[src/rtl/regfile_write_ctrl_pkg.sv]
// Shared definitions for the register-file write side and its read-port mux.
package regfile_write_ctrl_pkg;

    localparam int unsigned WIDTH_DEF     = 16;
    localparam int unsigned NREGS_DEF     = 8;
    localparam int unsigned AW_DEF        = $clog2(NREGS_DEF);
    // Address 0 selects external data on the read side and holds no storage.
    localparam int unsigned REG_ZERO_ADDR = 0;

    typedef enum logic {
        ST_IDLE  = 1'b0,
        ST_CLEAR = 1'b1
    } state_t;

endpackage

[src/rtl/regfile_store.sv]
// Storage flops for R1..R(NREGS-1) with per-register dirty bits and one write port.
module regfile_store
    import regfile_write_ctrl_pkg::*;
#(
    parameter int unsigned     WIDTH     = WIDTH_DEF,
    parameter int unsigned     NREGS     = NREGS_DEF,
    parameter int unsigned     AW        = AW_DEF,
    parameter logic [WIDTH-1:0] CLR_VALUE = '0
) (
    input  logic                         i_clk,
    input  logic                         i_rst,
    input  logic                         i_we,
    input  logic [AW-1:0]                i_waddr,
    input  logic [WIDTH-1:0]             i_wdata,
    input  logic                         i_wdirty,
    output logic [NREGS-2:0]             o_dirty,
    output logic [(NREGS-1)*WIDTH-1:0]   o_regs_flat
);

    localparam int unsigned NSTORE = NREGS - 1;

    logic [WIDTH-1:0]  r_regs [NSTORE];
    logic [NSTORE-1:0] r_dirty;

    // Storage index i holds register R(i+1); address 0 never matches.
    always_ff @(posedge i_clk) begin
        if (i_rst) begin
            for (int i = 0; i < int'(NSTORE); i++) begin
                r_regs[i] <= CLR_VALUE;
            end
            r_dirty <= '0;
        end else if (i_we) begin
            for (int i = 0; i < int'(NSTORE); i++) begin
                if (i_waddr == AW'(i + 1)) begin
                    r_regs[i]  <= i_wdata;
                    r_dirty[i] <= i_wdirty;
                end
            end
        end
    end

    for (genvar g = 0; g < int'(NSTORE); g++) begin : g_flat
        assign o_regs_flat[g*WIDTH +: WIDTH] = r_regs[g];
    end

    assign o_dirty = r_dirty;

endmodule

[src/rtl/regfile_write_ctrl.sv]
// Register-file write side: write handshake, sequenced clear, address-0 error flag.
module regfile_write_ctrl
    import regfile_write_ctrl_pkg::*;
#(
    parameter int unsigned      WIDTH     = WIDTH_DEF,
    parameter int unsigned      NREGS     = NREGS_DEF,
    parameter int unsigned      AW        = AW_DEF,
    parameter logic [WIDTH-1:0] CLR_VALUE = '0
) (
    input  logic                         i_clk,
    input  logic                         i_rst,
    input  logic                         i_wr_valid,
    output logic                         o_wr_ready,
    input  logic [AW-1:0]                i_wr_addr,
    input  logic [WIDTH-1:0]             i_wr_data,
    input  logic                         i_clr_req,
    output logic                         o_busy,
    output logic                         o_wr_err,
    output logic [NREGS-2:0]             o_dirty,
    output logic [(NREGS-1)*WIDTH-1:0]   o_regs_flat
);

    localparam logic [AW-1:0] LAST_ADDR = AW'(NREGS - 1);
    localparam logic [AW-1:0] ZERO_ADDR = AW'(REG_ZERO_ADDR);

    state_t          r_state;
    state_t          w_next_state;
    logic [AW-1:0]   r_idx;
    logic [AW-1:0]   w_next_idx;
    logic            r_busy;
    logic            r_wr_err;
    logic            w_wr_err;
    logic            w_wr_ready;
    logic            w_we;
    logic [AW-1:0]   w_waddr;
    logic [WIDTH-1:0] w_wdata;
    logic            w_wdirty;

    always_ff @(posedge i_clk) begin
        if (i_rst) begin
            r_state  <= ST_IDLE;
            r_idx    <= AW'(1);
            r_busy   <= 1'b0;
            r_wr_err <= 1'b0;
        end else begin
            r_state  <= w_next_state;
            r_idx    <= w_next_idx;
            r_busy   <= (w_next_state == ST_CLEAR);
            r_wr_err <= w_wr_err;
        end
    end

    // Clear has priority over a write presented in the same IDLE cycle.
    always_comb begin
        w_next_state = r_state;
        w_next_idx   = r_idx;
        w_wr_ready   = 1'b0;
        w_wr_err     = 1'b0;
        w_we         = 1'b0;
        w_waddr      = i_wr_addr;
        w_wdata      = i_wr_data;
        w_wdirty     = 1'b1;
        unique case (r_state)
            ST_IDLE: begin
                w_wr_ready = !i_clr_req;
                if (i_clr_req) begin
                    w_next_state = ST_CLEAR;
                    w_next_idx   = AW'(1);
                end else if (i_wr_valid) begin
                    if (i_wr_addr == ZERO_ADDR) begin
                        w_wr_err = 1'b1;
                    end else begin
                        w_we = 1'b1;
                    end
                end
            end
            ST_CLEAR: begin
                w_we     = 1'b1;
                w_waddr  = r_idx;
                w_wdata  = CLR_VALUE;
                w_wdirty = 1'b0;
                if (r_idx == LAST_ADDR) begin
                    w_next_state = ST_IDLE;
                    w_next_idx   = AW'(1);
                end else begin
                    w_next_idx   = r_idx + AW'(1);
                end
            end
            default: begin
                w_next_state = ST_IDLE;
                w_next_idx   = AW'(1);
            end
        endcase
    end

    regfile_store #(
        .WIDTH     (WIDTH),
        .NREGS     (NREGS),
        .AW        (AW),
        .CLR_VALUE (CLR_VALUE)
    ) u_store (
        .i_clk       (i_clk),
        .i_rst       (i_rst),
        .i_we        (w_we),
        .i_waddr     (w_waddr),
        .i_wdata     (w_wdata),
        .i_wdirty    (w_wdirty),
        .o_dirty     (o_dirty),
        .o_regs_flat (o_regs_flat)
    );

    assign o_wr_ready = w_wr_ready;
    assign o_busy     = r_busy;
    assign o_wr_err   = r_wr_err;

endmodule

[config.mk]
export PLATFORM = sky130hd
export DESIGN_NAME = regfile_write_ctrl
export DESIGN_NICKNAME = d
export VERILOG_FILES = /design/src/rtl/regfile_write_ctrl_pkg.sv /design/src/rtl/regfile_store.sv /design/src/rtl/regfile_write_ctrl.sv
export SDC_FILE = /design/constraint.sdc
export NUM_CORES = 1
export LEC_CHECK = 0
export ABC_CLOCK_PERIOD_IN_PS = 4400
export CORE_MARGIN = 10
export CORE_UTILIZATION = 51
export CTS_BUF_LIST = sky130_fd_sc_hd__clkbuf_16
export CTS_CLUSTER_SIZE = 10
export DETAILED_ROUTE_END_ITERATION = 10
export PLACE_DENSITY = 0.82
export SYNTH_ARGS = -nofsm -noshare
export SYNTH_HDL_FRONTEND = slang
export SYNTH_SLANG_ARGS = --single-unit
[constraint.sdc]
create_clock -name i_clk -period 4.4 [get_ports i_clk]
set_input_delay 0.88 -clock i_clk [delete_from_list [all_inputs] [get_ports i_clk]]
set_output_delay 0.88 -clock i_clk [all_outputs]
set_load 0.01 [all_outputs]
Word level (Yosys, flattened, before mapping):

Memory sizes are Yosys's and may differ from the RTL's.
Cells that the tools add are included.

* add/subtract/negate cells: 1
* eq/ne operators: 9
* muxes and demuxes: 52
* bitwise logic cells: 9
* reductions and logical operators: 10

Operator list (number)
* $mux W16: 8
* $mux W1: 38
* $eq A3 B3 Y1 const B: 5
* $reduce_and A2 Y1: 7
* $mux W3: 3
* $or A1 B1 Y1: 7
* $eq A3 B2 Y1 const B: 2
* $pmux W3 S2: 1
* $pmux W1 S2: 2
* $reduce_or A4 Y1: 1
* $add A3 B1 Y3 const B: 1
* $eq A3 B1 Y1 const B: 1
* $logic_not A3 Y1: 1
* $ne A2 B2 Y1 const B: 1
* $not A1 Y1: 2
* $logic_not A1 Y1: 1

* bits in registers: 12
* bits in writable memories: 112
* bits of input ports: 23
* word-level logic and storage cells: 92
* memories kept: 1

Memories
* u_store.r_regs: words 7, width 16, read ports 7, clocked after memory_dff 0, write ports 7, RTL line regfile_store.sv:22 `logic [WIDTH-1:0] r_regs [NSTORE];`

Logic depth before layout (Yosys ltp):

Gate-level depths: netlist (run 1).

* word-level depth: 9
* gate-level depth with buffers: 6

Cells and area by module:

From an unflattened synthesis (run 1), not the netlist that was laid out.

* cell total of the unflattened synthesis: 336
* area, all modules: 4750.8 um^2

Modules (own cells, without submodules)
* regfile_store: instances 1, cells each 289, area each 4364.2 um^2
* regfile_write_ctrl: instances 1, cells each 47, area each 386.6 um^2

Worst setup path before layout (run 1):

Ideal clock, no wire load.

* path type: input-to-reg
* start point: input i_clr_req
* end point: memory u_store.r_regs[1][16] (netlist bit) (enable)
* arrival: 1.985 ns
* data required time: 4.033 ns
* path slack: 2.048 ns
* stages on the path: 4
* cells stage by stage: nor4b_4 > a21o_4 > buf_6 > a21o_1

RTL lines
* start: declaration: RTL line regfile_write_ctrl.sv:16 `input logic i_clr_req,`
* end: declaration: RTL line regfile_store.sv:22

Worst setup path in the final report (run 1):

* start point: input i_clr_req
* end point: output o_wr_ready

* longest elaborated chain between the ends: 2

Ends and longest elaborated chain
* $logic_not A1 Y1: RTL line regfile_write_ctrl.sv:65 `w_wr_ready = !i_clr_req;`
* $mux W1: RTL line regfile_write_ctrl.sv:63 `unique case (r_state)`
* end: declaration: RTL line regfile_write_ctrl.sv:13 `output logic o_wr_ready,`

No other way between the ends.

==> results of run 1 <==
## sequential cells by signal (all words and copies together), names as in the netlist
register	count
u_store.r_regs	112
u_store.o_dirty	7
r_idx	3
o_busy	1
o_wr_err	1
## metal layers
metal	part of all wire, %	up-vias	global-route usage [%]
met4	2.3	0	7.19
met5	0	-	0
met1	37	1635	24.3
met2	50	254	35.1
met3	11	35	8.78
li1	-	1497	-
## report_power, final
group	internal [mW]	switching, mW	total, mW
logic	0.136	0.154	0.290
clock network	0.888	0.530	1.42
registers	1.35	0.0307	1.38
total	2.37	0.715	3.09
## Yosys cell counts (all sizes together)
library cell / count / area share (%)
mux2: 1 / 0.23
mux2i: 2 / 0.66
dfxtp: 12 / 4.9
and4bb: 1 / 0.33
a21oi: 2 / 0.20
clkbuf: 13 / 1.1
nor2b: 6 / 0.77
nor4b: 2 / 0.66
buf: 11 / 1.9
a21boi: 1 / 0.15
inv: 3 / 0.23
nor3: 2 / 0.31
nand3b: 1 / 0.15
or2: 1 / 0.13
nand2: 1 / 0.076
a31o: 1 / 0.36
nor2: 5 / 0.43
a211oi: 6 / 0.92
a31oi: 8 / 1.0
nand3: 2 / 0.20
edfxtp: 112 / 69
and2: 17 / 2.2
and3: 91 / 12
ha: 2 / 0.51
a21o: 9 / 1.5
nor3b: 3 / 0.46
and3b: 2 / 0.36
## worst max-delay path, cell delays in order
cell and delay (ns):
clkdlybuf4s50_1 0.54, nor2_1 0.14, clkdlybuf4s50_1 0.55
## stage by stage
| stage | worst slack, ns | total power, mW | hold slack (ns) | area (um^2) | util (%) |
|---|---|---|---|---|---|
| 4_1_cts | 1.39 | 3.09 | 0.446 | 6990 | 75.2 |
| 2_1_floorplan | 2.05 | 1.50 | 0.468 | 4900 | - |
| 3_5_place_dp | 1.09 | 1.69 | 0.441 | 6390 | 68.8 |
| 6_report | 1.40 | 3.09 | 0.443 | 6990 | 75.2 |
| 3_3_place_gp | 1.20 | 1.68 | 0.436 | 6390 | 68.8 |
| 5_1_grt | 1.29 | 3.16 | 0.480 | 6990 | 75.2 |
## cell type report
| class | instances | area (um^2) |
|---|---|---|
| clock buffers | 17 | 425 |
| clock inverters | 15 | 174 |
| fillers | 560 | 2300 |
| inverters | 3 | 11.3 |
| multi-input cells | 166 | 1150 |
| flip-flops and latches | 124 | 3600 |
| well taps | 129 | 161 |
| repair buffers | 147 | 1460 |
## path summary, 6_finish.rpt
kind                                               to  slack, ns  cells past startpoint
setup / recovery                           o_wr_ready       1.40                      3
hold / removal        u_store.o_dirty[1]$_SDFFE_PP0P_       0.44                      2
setup reg to reg  u_store.r_regs[0][13]$_SDFFCE_PN0P_       1.78                      4
hold reg to reg       u_store.o_dirty[1]$_SDFFE_PP0P_       0.44                      2
## cells by family after synthesis
logic type | after synthesis | synth area share [%]
AOI/OAI and AO/OA | 27 | 4.18
muxes | 3 | 0.893
DFF | 124 | 73.5
adders and majority gates | 2 | 0.510
and+or+nand+nor | 134 | 17.7
buffers and inverters | 27 | 3.27
==> impl_metrics.toml, run 1 <==
[floorplan]
die_x_um = 118
die_y_um = 118
initial_utilization_pct = 52.8
coreArea_mm2 = 0.00928
io_pins = 145
die_area_mm2 = 0.0139
num_rows = 35

[timing]
slew-limit-headroom_pct = 19.0
finalSetupTns_ns = 0
fin_crit_sh_pct = 68.1
rsz0062_at_grt = "false"
period_needed_ns = 3.00
finalSetupViolCount = 0
slew_violations = 0
fin_skew_ns = 0.0101
tightest_slew_ns = 1.21
finalHoldViolCount = 0
fmax_ghz = 0.334

[drt]
final_antenna_net_count = 0
drc = 0
wl_per_cell_um = 24.7
vias_per_cell = 5.69
num_vias = 3421
first_pass_iters = 5
drt_iter0_markers = 343
finalWirelength_mm = 14.8

[final_layout]
fin_cells = 601
final_cell_mix = "clkdlybuf4s50_1 (144), edfxtp_1 (112), and3_1 (91), and2_1 (17), clkbuf_16 (17)"
drive_gt1_share_pct = 9.11
final_common_cell = "clkdlybuf4s50_1"
n_antenna_cell = 0
fin_nets = 484
syn_to_final_growth_pct = 42.5

[status]
status = "complete, no violations"

[min_path]
hp-start = "u_store.o_dirty[1]$_SDFFE_PP0P_"
hold_path_class = "reg -> reg"

[synth]
ys_seq_area_share_pct = 73.5
yosysUniqueCellTypes = 36
syn_area_per_cell_um2 = 15.5
netlist_area_mm2 = 0.00490
syn_nets = 342
synth.ff_latch_count = 124
synth_cells = 317
ys_warn_count = 0

[worst_setup_path]
r2r_start = "o_busy$_SDFF_PP0_"
critical_path.max_fanout = 7
endpoint_kind = "output pin"
crit_path_start_kind = "primary input"
crit_type = "in -> out"
arrival_ns = 2.12
critPathLaunch = "i_clr_req"
cp.required_ns = 3.52

[global_routing]
grt_max_degree = 46
overflow = 0
grt_pass1_wl_mm = 22.3
antenna_found_initial = 0
grt_usage_pct = 21.2
grt_pass1_vias = 3474

[placement]
gp_congestion = 0.802
place.detailed.hpwl_mm = 9.80
port_buffers = 144
dp.cells = 569

[job]
cap_violations = 0

[cts]
path_clk_slew_ns = 0.06
cts_tree = "yes"
cts_buffer_depth = 2
cts_htree_levels = 4
cts_setup_buffers = 0
cts_hold_buf = 0
clock-sinks = 124
cts_buffers = 17
ctsResizeCount = 0
root_buffer = "clkbuf_16"
clk_latency_ns = 0.42

[pwr]
ir_drop_mv = 0.291
power_density_mw_per_mm2 = 442
p_leak_nw = 2.88
No activity file was read; power rests on OpenSTA's default activity.
==> run 2, diff against run 1 <==
Settings changed: ABC_CLOCK_PERIOD_IN_PS 4400 to 2500, CORE_UTILIZATION 51 to 42, PLACE_DENSITY 0.82 to 0.72.
Clock period 4.4 ns to 2.5 ns, I/O delays scaled along.
==> run 2 against run 1 <==
Against the previous run: first-iteration DRC count is 2.6% lower; clock skew up 0.0014 ns; routed wire length is 6.8% lower; cell area grew 4.0%; critical path depth stayed put; non-clock buffer count increased by 14; global-route usage fell by 4.3 points; sequential cell count unchanged; clock power increased by 90%; setup slack worse by 1.1 ns; largest power group unchanged.
==> impl_metrics.toml, run 2 (same netlist as run 1, synthesis figures left out) <==
[cts]
clock-sinks = 124
cts_setup_buffers = 0
cts_tree = "yes"
cts_buffers = 17
cts_hold_buf = 0
cts_htree_levels = 4
ctsResizeCount = 0
clk_latency_ns = 0.41
root_buffer = "clkbuf_16"
path_clk_slew_ns = 0.05
cts_buffer_depth = 2

[timing]
fin_ws_ns = 0.274
fmax_ghz = 0.449
tightest_slew_ns = 0.525
finalSetupViolCount = 0
fin_crit_sh_pct = 89.0
finalHoldViolCount = 0
finalSetupTns_ns = 0
rsz0062_at_grt = "false"
slew_violations = 0
slew-limit-headroom_pct = 64.9
period_needed_ns = 2.23
fin_skew_ns = 0.0115
timing.hold.ws_ns = 0.465

[pwr]
ir_drop_mv = 0.393
p_leak_nw = 3.01
power_density_mw_per_mm2 = 781

[worst_setup_path]
crit_type = "in -> out"
crit_path_start_kind = "primary input"
endpoint_kind = "output pin"
critical_path.max_fanout = 7
path_buf_inv = 2
path_common_cell = "clkdlybuf4s50_1"
slowest_stage = "clkdlybuf4s50_1"
worstPathCellList = "clkdlybuf4s50_1 > nor2_1 > clkdlybuf4s50_1"
cp_top_family = "buffers and inverters"
arrival_ns = 1.73
cp.required_ns = 2.00
max_stage_delay_ns = 0.55

[final_layout]
multi_input_area_mm2 = 0.00115
largest_register_ff_count = 112
design_area_mm2 = 0.00726
fillers = 864
final_cell_mix = "clkdlybuf4s50_1 (144), edfxtp_1 (112), and3_1 (91), and2_1 (17), clkbuf_16 (17)"
fin_cells = 629
drive_gt1_share_pct = 11.3
regMostFlops = "u_store.r_regs"
fin_nets = 498
n_antenna_cell = 0
syn_to_final_growth_pct = 48.1
regArea_mm2 = 0.00360
final_common_cell = "clkdlybuf4s50_1"

[min_path]
hold_path_class = "reg -> reg"

[placement]
port_buffers = 144
placed_area_mm2 = 0.00661
gp_congestion = 0.868
dp.cells = 597
place_ws_ns = 0.104
place.detailed.hpwl_mm = 9.62

[global_routing]
grt_pass1_wl_mm = 20.4
grt_usage_pct = 16.9
grt_max_degree = 46
overflow = 0
antenna_found_initial = 0
grt_pass1_vias = 3309

[status]
status = "complete, no violations"

[floorplan]
die_y_um = 128
num_rows = 39
io_pins = 145
die_x_um = 128
die_area_mm2 = 0.0164
initial_utilization_pct = 42.9
coreArea_mm2 = 0.0114

[drt]
num_vias = 3333
drc = 0
final_antenna_net_count = 0
finalWirelength_mm = 13.8
vias_per_cell = 5.30
drt_iter0_markers = 334
first_pass_iters = 4
wl_per_cell_um = 22.0

[job]
cap_violations = 0
run 2: cell count changes in the layout (fill, tap and decap cells not counted), sizes merged:
cell / change
buf: +14
bufinv: +3
clkinv: -2
inv: -1
run 2: metrics by stage:
stage	util [%]	total power, mW
detailed placement	57.9	3.02
global route	63.6	5.82
global placement	57.9	3.00
floorplan	-	2.65
finish	63.6	5.67
CTS	63.6	5.69
run 2: final cells by class:
| type | instances | share of cell area, % |
|---|---|---|
| clock inverter | 15 | 3.14 |
| sequential | 124 | 49.6 |
| inverter | 3 | 0.155 |
| tap | 143 | 2.46 |
| timing repair buffer | 161 | 23.0 |
| multi-input combinational | 166 | 15.8 |
| clock buffer | 17 | 5.86 |
run 2: final timing paths:
kind	cells after the start	startpoint	end	slack (ns)
setup / recovery	3	i_clr_req	o_wr_ready	0.27
hold / removal	2	u_store.o_dirty[1]$_SDFFE_PP0P_	u_store.o_dirty[1]$_SDFFE_PP0P_	0.47
setup reg to reg	4	o_busy$_SDFF_PP0_	u_store.r_regs[3][12]$_SDFFCE_PP0P_	0.51
hold reg to reg	2	u_store.o_dirty[1]$_SDFFE_PP0P_	u_store.o_dirty[1]$_SDFFE_PP0P_	0.47
run 2: power breakdown:
group	leakage, nW	switching [mW]	internal (mW)	total [mW]
sequential	1.26	0.0434	2.37	2.41
clock	0.313	0.852	1.85	2.70
combinational	1.44	0.279	0.276	0.556
run 2: routing by layer:
layer	vias up	wire, um	track usage [%]	part of all wire (%)
li1	1526	-	-	-
met1	1613	5200	18.6	38
met2	167	6940	27.8	50
met3	27	1300	7.32	9.4
met4	0	380	7.22	2.7
met5	-	0	0	0
run 2: worst register-to-register path, stage by stage, from the launching register on:
cell and delay, ns:
dfxtp_1 0.65, buf_4 0.27, mux2_2 0.44, a21o_1 0.22, buf_12 0.16
